<file path="config.mk">
export PLATFORM = sky130hd
export DESIGN_NAME = pdn_link_buffer_flat
export DESIGN_NICKNAME = d
export VERILOG_FILES = /design/src/rtl/pdn_link_buffer_if.sv /design/src/rtl/pdn_link_buffer.sv /design/src/flat_wrapper.sv
export SDC_FILE = /design/constraint.sdc
export NUM_CORES = 1
export LEC_CHECK = 0
export CORE_MARGIN = 5
export CORE_UTILIZATION = 51
export CTS_BUF_LIST = sky130_fd_sc_hd__clkbuf_4
export CTS_CLUSTER_DIAMETER = 60
export DETAILED_ROUTE_END_ITERATION = 6
export GPL_TIMING_DRIVEN = 0
export PLACE_DENSITY = 0.77
export SYNTH_ARGS = -nofsm -noshare
export SYNTH_HDL_FRONTEND = slang
export SYNTH_SLANG_ARGS = --single-unit
</file>
<file path="constraint.sdc">
create_clock -name clk -period 2.3 [get_ports clk]
set_input_delay 0.23 -clock clk [delete_from_list [all_inputs] [get_ports clk]]
set_output_delay 0.23 -clock clk [all_outputs]
set_load 0.02 [all_outputs]
</file>
<file path="src/rtl/pdn_link_buffer_if.sv">
// Neighbour-link valid/ready flit handshake feeding a pdn ingress buffer.
interface pdn_link_buffer_if;
  logic       in_valid;
  logic [9:0] in_flit;
  logic       in_ready;

  modport master (output in_valid, output in_flit, input in_ready);
  modport slave  (input in_valid, input in_flit, output in_ready);
endinterface

</file>
<file path="src/rtl/pdn_link_buffer.sv">
// Per-direction ingress FIFO in front of a pdn router input; emits one registered
// flit per cycle, with 10'h000 as the idle code.
module pdn_link_buffer #(
  parameter int DEPTH = 4,
  parameter int AW    = 2
) (
  input  logic                 clk,
  input  logic                 rst,
  pdn_link_buffer_if.slave     link,
  input  logic                 out_hold,
  output logic [9:0]           out_flit,
  output logic [AW:0]          occupancy,
  output logic                 err_idle
);

  localparam logic [AW:0] FULL_OCC = (AW+1)'(DEPTH);
  localparam logic [9:0]  IDLE     = 10'h000;

  logic [9:0]    mem [DEPTH];
  logic [AW-1:0] wr_ptr_q, wr_ptr_d;
  logic [AW-1:0] rd_ptr_q, rd_ptr_d;
  logic [AW:0]   occ_q, occ_d;
  logic [9:0]    out_flit_q, out_flit_d;
  logic          err_idle_q, err_idle_d;

  logic accept, write_en, pop;

  assign link.in_ready = (occ_q != FULL_OCC) && !rst;
  assign accept        = link.in_valid && link.in_ready;
  // The idle code completes the handshake but never enters the queue.
  assign write_en      = accept && (link.in_flit != IDLE);
  // Pop decisions use registered occupancy, so a flit written this edge is not forwarded.
  assign pop           = !out_hold && (occ_q != '0);

  always_comb begin
    wr_ptr_d   = wr_ptr_q;
    rd_ptr_d   = rd_ptr_q;
    occ_d      = occ_q;
    out_flit_d = out_flit_q;
    err_idle_d = err_idle_q;

    if (write_en) wr_ptr_d = wr_ptr_q + 1'b1;
    if (accept && (link.in_flit == IDLE)) err_idle_d = 1'b1;

    if (!out_hold) begin
      if (pop) begin
        out_flit_d = mem[rd_ptr_q];
        rd_ptr_d   = rd_ptr_q + 1'b1;
      end else begin
        out_flit_d = IDLE;
      end
    end

    case ({write_en, pop})
      2'b10:   occ_d = occ_q + 1'b1;
      2'b01:   occ_d = occ_q - 1'b1;
      default: occ_d = occ_q;
    endcase
  end

  // Storage carries no reset so it maps onto RAM; validity comes from the pointers.
  always_ff @(posedge clk) begin
    if (write_en) mem[wr_ptr_q] <= link.in_flit;
  end

  always_ff @(posedge clk) begin
    if (rst) begin
      wr_ptr_q   <= '0;
      rd_ptr_q   <= '0;
      occ_q      <= '0;
      out_flit_q <= IDLE;
      err_idle_q <= 1'b0;
    end else begin
      wr_ptr_q   <= wr_ptr_d;
      rd_ptr_q   <= rd_ptr_d;
      occ_q      <= occ_d;
      out_flit_q <= out_flit_d;
      err_idle_q <= err_idle_d;
    end
  end

  assign out_flit  = out_flit_q;
  assign occupancy = occ_q;
  assign err_idle  = err_idle_q;

endmodule

</file>
<file path="src/flat_wrapper.sv">
// flat-port wrapper written by rule: the top's interface ports become plain ports
module pdn_link_buffer_flat 
#(
  parameter int DEPTH = 4,
  parameter int AW    = 2
)
  (clk, rst, out_hold, out_flit, occupancy, err_idle, link_in_valid, link_in_flit, link_in_ready);
  pdn_link_buffer_if link_i ();
  input  logic clk;
  input  logic rst;
  input  logic out_hold;
  output logic [9:0] out_flit;
  output logic [AW:0] occupancy;
  output logic err_idle;
  input wire logic [$bits(link_i.in_valid)-1:0] link_in_valid;
  input wire logic [$bits(link_i.in_flit)-1:0] link_in_flit;
  output wire logic [$bits(link_i.in_ready)-1:0] link_in_ready;
  assign link_i.in_valid = link_in_valid;
  assign link_i.in_flit = link_in_flit;
  assign link_in_ready = link_i.in_ready;
  pdn_link_buffer #(.DEPTH(DEPTH), .AW(AW)) u_core (.clk(clk), .rst(rst), .link(link_i), .out_hold(out_hold), .out_flit(out_flit), .occupancy(occupancy), .err_idle(err_idle));
endmodule
</file>
Yosys cells after proc, flatten, opt, wreduce, memory -nomap -nowiden

Memory sizes are Yosys's and may differ from the RTL's. A register that Yosys moved wholly into a read port is not among the register bits.
Cells that the tools add are included.

Memories: 1
Output and inout bits: 15
RAM bits: 40
Logic and storage cells: 32
Register bits after elaboration: 18

Memories:

| name       | depth | width | read ports | clocked after Yosys merged registers in | write ports | line                  | source |
|---|---|---|---|---|---|---|---|
| u_core.mem | 4     | 10    | 1          | 1                                       | 1           | pdn_link_buffer.sv:19 | `logic [9:0] mem [DEPTH];` |

Bitwise logic cells: 1
Equality and inequality tests: 3
Reduce and logical (&&, ||, !) cells: 12
Add/subtract/negate cells: 4
Muxes and demuxes: 6

Operator list:

| operator                                                            | count |
|---|---|
| 10-bit zero test                                                    | 1 |
| 10-bit two-way mux                                                  | 1 |
| 10-bit nonzero test                                                 | 1 |
| 3-bit case mux with 2 select lines                                  | 1 |
| 1-bit logical AND                                                   | 5 |
| 2-bit by 1-bit adder with 2-bit output (second input constant)      | 2 |
| 2-bit two-way mux                                                   | 2 |
| 3-bit by 1-bit adder with 3-bit output (second input constant)      | 1 |
| 3-bit inequality test (second input constant)                       | 1 |
| 3-bit nonzero test                                                  | 1 |
| 3-bit by 1-bit subtractor with 3-bit output (second input constant) | 1 |
| 2-bit by 1-bit == test with 1-bit output (second input constant)    | 1 |
| 2-bit == test (second input constant)                               | 1 |
| 1-bit zero test                                                     | 2 |
| 1-bit two-way mux                                                   | 2 |
| 2-bit AND reduction                                                 | 1 |
| 2-bit nonzero test                                                  | 1 |
| 1-bit inverter                                                      | 1 |

Logic depth before layout (Yosys ltp)

Gate-level depths: netlist of run 1.

Depth after elaboration: 6
Depth in mapped cells: 10
Gate-level depth less buffers: 10

Least setup slack after synthesis of run 1

Ideal clock, no wire load.

Kind: flip-flop to flip-flop
Start: register u_core.occ_q[2] (netlist: u_core.occupancy[2])
End: register u_core.occ_q[2] (netlist: u_core.occupancy[2])
Slack: 25 ps
Period minus slack after synthesis: 2275 ps
Setup time: 70 ps
Cell stages (with the launch flop): 10
Arrival: 2206 ps
Cell sequence: dfxtp_1 > nor3_1 > nor2_1 > buf_2 > ha_1 > inv_1 > fa_1 > xor2_1 > or3_1 > a21oi_1

Cells in the longest elaborated chain, start to end: 6
Elaborated cells on any way between the ends: 12
Classes of those cells: add/sub: 2; eq/ne: 3; mux: 1; reduce/logical: 6

Ends and longest elaborated chain:

| what                                                                             | line                  | source |
|---|---|---|
| start: declaration                                                               | pdn_link_buffer.sv:22 | `logic [AW:0] occ_q, occ_d;` |
| start signal: assignment                                                         | pdn_link_buffer.sv:70 | `occ_q <= '0;` |
| start signal: assignment                                                         | pdn_link_buffer.sv:76 | `occ_q <= occ_d;` |
| 3-bit inequality test                                                            | pdn_link_buffer.sv:28 | `assign link.in_ready = (occ_q != FULL_OCC) && !rst;` |
| 1-bit logical AND                                                                | pdn_link_buffer.sv:28 |  |
| 1-bit logical AND                                                                | pdn_link_buffer.sv:29 | `assign accept = link.in_valid && link.in_ready;` |
| 1-bit logical AND                                                                | pdn_link_buffer.sv:31 | `assign write_en = accept && (link.in_flit != IDLE);` |
| 2-bit by 1-bit == test with 1-bit output / 2-bit == test (equally long branches) | pdn_link_buffer.sv:54 | `case ({write_en, pop})` |
| 3-bit case mux with 2 select lines / 2-bit nonzero test (equally long branches)  | --                    |  |

Several ways; a longest one is shown, not always the timed one.
A chain may end at the register's enable or synchronous reset.

Worst setup path in the final report of run 1

Start: input port link_in_flit[2]
End: register u_core.occ_q[2] (netlist: u_core.occupancy[2])

Cells in the longest elaborated chain, start to end: 4
Elaborated cells on any way between the ends: 6
Classes of those cells: eq/ne: 2; mux: 1; reduce/logical: 3

Ends and longest elaborated chain:

| what                                                                             | line                  | source |
|---|---|---|
| start: declaration                                                               | flat_wrapper.sv:16    | `input wire logic [$bits(link_i.in_flit)-1:0] link_in_flit;` |
| 10-bit nonzero test *                                                            | pdn_link_buffer.sv:31 |  |
| 1-bit logical AND *                                                              | pdn_link_buffer.sv:31 |  |
| 2-bit by 1-bit == test with 1-bit output / 2-bit == test (equally long branches) | pdn_link_buffer.sv:54 |  |
| 3-bit case mux with 2 select lines / 2-bit nonzero test (equally long branches)  | --                    |  |

Mark *: on every way between the ends. The rest lies on a longest branch, timed or not.

==> impl_metrics.json, run 1 <==
{
  "initial_core_util_pct": 53.1,
  "endpoint_kind": "flop",
  "numClockSinks": 60,
  "drt.antenna.violating_nets": 0,
  "clkTransAtPathRegs_ns": 0.10,
  "syn_area_per_cell_sq_um": 15.9,
  "p_int_mw": 2.03,
  "async_reset_ff_share_pct": 0,
  "instances_no_fill": 249,
  "powerDensity_nw_per_um2": 1000,
  "arrival_ns": 2.52,
  "gp_congestion": 0.686,
  "cts_max_level": 3,
  "fp.dieH_um": 77.8,
  "antenna_found_initial": 0,
  "critPathRequiredTime_ns": 2.63,
  "synth_edf_count": 40,
  "fin_total_pwr_mw": 2.91,
  "p_switching_uw": 877,
  "pwr-share-seq_pct": 46.6,
  "clockRootBuffer": "clkbuf_4",
  "top_layer": "met4",
  "final_core_util_pct": 65.7,
  "synth_seq_cells": 60,
  "synth-main-ff-cell": "edfxtp_1",
  "status": "finished, final reports clean",
  "synthCells": 147,
  "pin_count": 29,
  "cap_violations": 0,
  "track_usage_pct": 16.8,
  "fmaxAchievable_mhz": 457,
  "grt_overflow": 0,
  "cts_buffer_depth": 2,
  "netlist_area_sq_um": 2340,
  "vias": 1394,
  "ys_types": 29,
  "wl_met1_um": 1780,
  "route.detailed.drc": 0,
  "rsz0062_at_grt": "false",
  "placedCellCount": 227,
  "multi_input_area_sq_um": 697,
  "core_area_sq_um": 4410,
  "p_sw_share_pct": 30.1,
  "port_buffers": 28,
  "hold_viol_final": 0,
  "final_nets": 212,
  "drive_above_1_share_pct": 23.9,
  "syn_nets": 167,
  "crit_fanout": 5,
  "drt_iter0_drc": 120,
  "crit_type": "input pin to flop",
  "setup-violations-final": 0,
  "holdBufCountCts": 0,
  "irDropWorstVdd_mv": 0.689,
  "slew_violations": 0,
  "drtPass1Iterations": 4,
  "fin_worst_skew_ns": 0.0139,
  "combPwrFrac_pct": 29.0,
  "dieArea_sq_um": 6050,
  "tightest_slew_ns": 0.575,
  "die_w_um": 77.8,
  "drt-total-wl_um": 4610,
  "p_clk_share_pct": 24.4,
  "core.rowCount": 24,
  "area_growth_pct": 23.8,
  "p_leak_nw": 1.05,
  "grt_pass1_vias": 1462,
  "drt-wirelength-per-cell_um": 18.5,
  "fin_crit_sh_pct": 95.2,
  "grt_pass1_wl_um": 7430,
  "antenna_cells": 0,
  "wl_met2_um": 2480,
  "cp-start-kind": "input pin",
  "clk_latency_ns": 0.40,
  "hpwl_um": 3020,
  "yosysSeqAreaShare_pct": 68.3,
  "grt_max_degree": 12,
  "period_needed_ns": 2.19,
  "hp-class": "input pin to flop",
  "regArea_sq_um": 1610,
  "slew_headroom_pct": 61.6,
  "cts_buffers": 9,
  "via_per_inst": 5.60,
  "fill_cells": 303,
  "met3WireLength_um": 213,
  "yosysWarnings": 0,
  "tns_ns": 0,
  "tritoncts": "done"
}
-- placed cells by master, fill, tap and decap left out, types with 2 or more instances in the layout --
master           netlist  final
ha_1                   5      5
dlymetal6s2s_1         0      5
nor2_2                 0      3
dfxtp_2                0      2
buf_6                  1      2
inv_1                  7      7
clkdlybuf4s50_1        0     20
clkbuf_1               2      2
xnor2_1                2      2
edfxtp_1              40     40
clkinv_2               0      3
and3_1                 5      5
nor2_1                22     18
xor2_1                 2      2
clkbuf_4               0     10
dlygate4sd2_1          0      3
mux4_2                10     10
dfxtp_1               20     17
nand3_1                2      2
a22oi_1               10     10
a21oi_1                3      3
buf_4                  0      6
-- cells in the mapped netlist, types with 2 or more instances --
| cell | instances | area share (%) |
|---|---|---|
| edfxtp_1 | 40 | 51 |
| buf_2 | 2 | 0.43 |
| clkbuf_1 | 2 | 0.32 |
| xor2_1 | 2 | 0.75 |
| dfxtp_1 | 20 | 17 |
| nor2_1 | 22 | 3.5 |
| nand3_1 | 2 | 0.43 |
| mux4_2 | 10 | 9.6 |
| a22oi_1 | 10 | 3.2 |
| a21oi_1 | 3 | 0.64 |
| xnor2_1 | 2 | 0.75 |
| inv_1 | 7 | 1.1 |
| and3_1 | 5 | 1.3 |
| ha_1 | 5 | 2.7 |
-- cells by family after synthesis --
logic type	Yosys count	share of synthesized area [%]
flip-flops	60	68.3
multiplexers	10	9.61
AO/OA/AOI/OAI	18	6.30
adder cells (fa/ha/maj)	6	3.52
buffers and inverters	13	2.56
XOR/XNOR	4	1.50
AND/OR/NAND/NOR	36	8.17
-- sequential cells by signal, summed over array words and instances (netlist names), named ones only --
name / count
u_core.err_idle: 1
u_core.mem: 40
u_core.occupancy: 3
u_core.out_flit: 10
u_core.rd_ptr_q: 2
u_core.wr_ptr_q: 2
-- final cells by class --
type	count	area share, %
clock buffer	10	2.59
inverter	7	0.906
multi-input combinational	74	24.0
timing repair buffer	34	11.5
sequential	60	55.4
clock inverter	6	1.94
buffer	6	1.38
tap	52	2.24
-- per-layer routing --
metal / GRT usage [%] / vias up
li1: - / 644
met4: 9.11 / 0
met5: 0 / -
met1: 18.3 / 706
met3: 6.94 / 15
met2: 27.5 / 29
-- repair_timing --
action / in CTS / in global routing
setup endpoints to repair: 2 / 2
pin swaps: 3 / 5
cloned: 0 / 0
resized for setup: 6 / 13
buffers inserted: 2 / 4
-- through the flow --
step / area (sq um) / setup WS [ns] / hold slack, ns
finish: 2900 / 0.111 / 0.147
global route: 2900 / 0.00131 / 0.145
CTS: 2840 / 0.0367 / 0.284
detailed placement: 2690 / -0.639 / 0.494
global placement: 2690 / -0.516 / 0.481
floorplan: 2340 / 0.0247 / 0.329
-- power groups by stage --
stage,combinational (mW),sequential (mW),clock [mW]
2_1_floorplan,0.462,1.41,0
3_3_place_gp,0.746,1.35,0
3_5_place_dp,0.777,1.37,0
4_1_cts,0.800,1.35,0.734
5_1_grt,0.927,1.37,0.789
6_report,0.845,1.35,0.711
-- critical path, stage by stage --
cell and delay, ns:
dlygate4sd2_1 0.31, nor4_4 0.34, nand4_2 0.14, and2_4 0.21, inv_1 0.05, ha_1 0.17
inv_1 0.06, fa_1 0.37, xor2_1 0.18, or3_1 0.31, a21oi_1 0.13
-- path summary, 6_finish.rpt --
check / to / from / slack [ns] / depth (start not counted)
setup / recovery: u_core.occupancy[2] / link_in_flit[2] / 0.11 / 11
setup reg to reg: u_core.occupancy[2] / u_core.occupancy[0] / 0.19 / 10
hold reg to reg: u_core.out_flit[7] / u_core.out_flit[7] / 0.52 / 2
hold / removal: u_core.mem[1][7] / link_in_flit[7] / 0.15 / 1
Power figures use the tool's default switching activity.
==> run 2, diff against run 1 <==
- ABC_CLOCK_PERIOD_IN_PS: not set -> 2300
- CORE_ASPECT_RATIO: not set -> 0.7
- GPL_TIMING_DRIVEN: 0 -> not set
==> impl_metrics.json, run 2 (synthesis results as in run 1) <==
{
  "status": "finished, final reports clean",
  "dieArea_sq_um": 6070,
  "largest_reg_flops": 40,
  "grt_overflow": 0,
  "fill_cells": 325,
  "grt_max_degree": 21,
  "grt_pass1_vias": 1494,
  "initial_core_util_pct": 53.2,
  "fmaxAchievable_mhz": 441,
  "arrival_ns": 2.57,
  "via_per_inst": 5.42,
  "crit_path_top_delay_cell": "clkdlybuf4s50_1",
  "hp-class": "input pin to flop",
  "worstHoldStart": "link_in_flit[6]",
  "tns_ns": 0,
  "core_area_sq_um": 4400,
  "cts_max_level": 3,
  "holdBufCountCts": 0,
  "fin_crit_sh_pct": 98.6,
  "cap_violations": 0,
  "hold_viol_final": 0,
  "core.rowCount": 20,
  "fin_worst_skew_ns": 0.00581,
  "antenna_found_initial": 0,
  "crit_fanout": 5,
  "port_buffers": 28,
  "tritoncts": "done",
  "drive_above_1_share_pct": 25.2,
  "path_cells": "clkdlybuf4s50_1, nor2_4, nand4_2, and2_4, inv_1, ha_1, inv_1, fa_1, xor2_1, or3_1, a21oi_1",
  "clk_latency_ns": 0.39,
  "critPathBufInv": 3,
  "final_nets": 217,
  "critPathTopFamily": "simple AND/OR/NAND/NOR gates",
  "drt.antenna.violating_nets": 0,
  "clkTransAtPathRegs_ns": 0.09,
  "r2r-end": "u_core.occupancy[2]",
  "rrSetupSlack_ns": 0.10,
  "largest_register": "u_core.mem",
  "area_growth_pct": 25.6,
  "gp_congestion": 0.729,
  "final_cell_mix": "edfxtp_1 (40), clkdlybuf4s50_1 (23), dfxtp_1 (19)",
  "irDropWorstVdd_mv": 0.581,
  "timing.rr.start": "u_core.occupancy[0]",
  "antenna_cells": 0,
  "final_common_cell": "edfxtp_1",
  "slew_violations": 0,
  "endpoint_kind": "flop",
  "fp.dieH_um": 66.7,
  "cpMostUsedCell": "inv_1",
  "drt-total-wl_um": 4650,
  "critPathRequiredTime_ns": 2.60,
  "powerDensity_nw_per_um2": 977,
  "route.detailed.drc": 0,
  "slew_headroom_pct": 62.0,
  "setup-violations-final": 0,
  "die_w_um": 91.0,
  "crit_type": "input pin to flop",
  "cts_buffer_depth": 2,
  "p_leak_nw": 1.06,
  "tightest_slew_ns": 0.570,
  "cts_buffers": 9,
  "vias": 1392,
  "holdPathEnd": "u_core.mem[0][6]",
  "numClockSinks": 60,
  "drt_iter0_drc": 119,
  "pin_count": 29,
  "grt_pass1_wl_um": 7370,
  "whs_path_depth": 1,
  "clockRootBuffer": "clkbuf_4",
  "track_usage_pct": 16.7,
  "critPathMaxStageDelay_ns": 0.52,
  "hpwl_um": 3190,
  "holdWs_ns": 0.181,
  "drt-wirelength-per-cell_um": 18.1,
  "period_needed_ns": 2.27,
  "rr_worst_depth": 9,
  "cp-start-kind": "input pin",
  "drtPass1Iterations": 4
}
==> run 2: changes by cell type in the layout (fill, tap and decap cells not counted), moves of 2 or more <==
cell / delta
buf_4: +11
buf_6: -2
clkbuf_1: -2
clkdlybuf4s50_1: +3
dfxtp_1: +2
dlymetal6s2s_1: -2
==> run 2: worst max-delay path by stage <==
stage / endpoint / slack, ns / from / depth (start not counted)
2_1_floorplan: u_core.occupancy[2] / 0.02 / u_core.occupancy[2] / 9
6_report: u_core.occupancy[2] / 0.03 / link_in_flit[5] / 11
5_1_grt: u_core.occupancy[2] / -0.06 / u_core.occupancy[0] / 9
4_1_cts: u_core.occupancy[2] / 0.02 / link_in_flit[3] / 11
3_5_place_dp: u_core.occupancy[2] / -0.51 / link_in_flit[1] / 11
3_3_place_gp: u_core.occupancy[2] / -0.39 / link_in_flit[1] / 11
==> run 2: stage by stage <==
stage	cells	utilization [%]	setup slack, ns	cell area [sq um]	power, mW
detailed placement	241	63.3	-0.505	2790	2.19
CTS	257	66.2	0.0167	2910	2.88
global placement	241	63.3	-0.395	2790	2.14
global route	257	66.8	-0.0558	2940	3.03
floorplan	147	-	0.0247	2340	1.87
finish	257	66.8	0.0312	2940	2.87
==> run 2: worst register-to-register path, stage by stage, from the launching register on <==
cell	delay (ns)
dfxtp_1	0.40
buf_4	0.16
nor3_1	0.06
nor2_1	0.15
ha_1	0.21
inv_1	0.07
fa_1	0.38
xor2_1	0.19
or3_1	0.31
a21oi_1	0.19
==> run 2: power breakdown <==
group,internal (mW),switching [mW]
clock,0.333,0.363
sequential,1.27,0.0795
combinational,0.411,0.418
==> run 2: cell type report <==
cell class / instances / area [sq um] / area share, %
sequential: 60 / 1600 / 54.5
multi-input combinational: 74 / 702 / 23.9
timing repair buffer: 45 / 413 / 14.0
clock buffer: 10 / 75.1 / 2.55
tap: 55 / 68.8 / 2.34
clock inverter: 6 / 55.1 / 1.87
inverter: 7 / 26.3 / 0.893
==> run 2: repair_timing <==
item / in CTS / in global routing
endpoints found under the setup margin: 1 / 1
pin swaps: 1 / 1
buffers inserted: 0 / 0
hold endpoints to repair: 0 / 0
resized for setup: 2 / 10
==> run 2: per-layer routing <==
layer  part of all wire (%)  vias to the layer above  track usage, %
met5                      0                        -               0
met4                    1.3                        0            5.86
li1                       -                      653               -
met1                     43                      693            19.0
met2                     50                       37            28.8
met3                    5.6                        9            6.77
==> run 3, diff against run 2 <==
- CTS_CLUSTER_SIZE: not set -> 20
==> results of run 3 <==
Same layout as run 2: the final DEF is identical, and so are final timing and power.
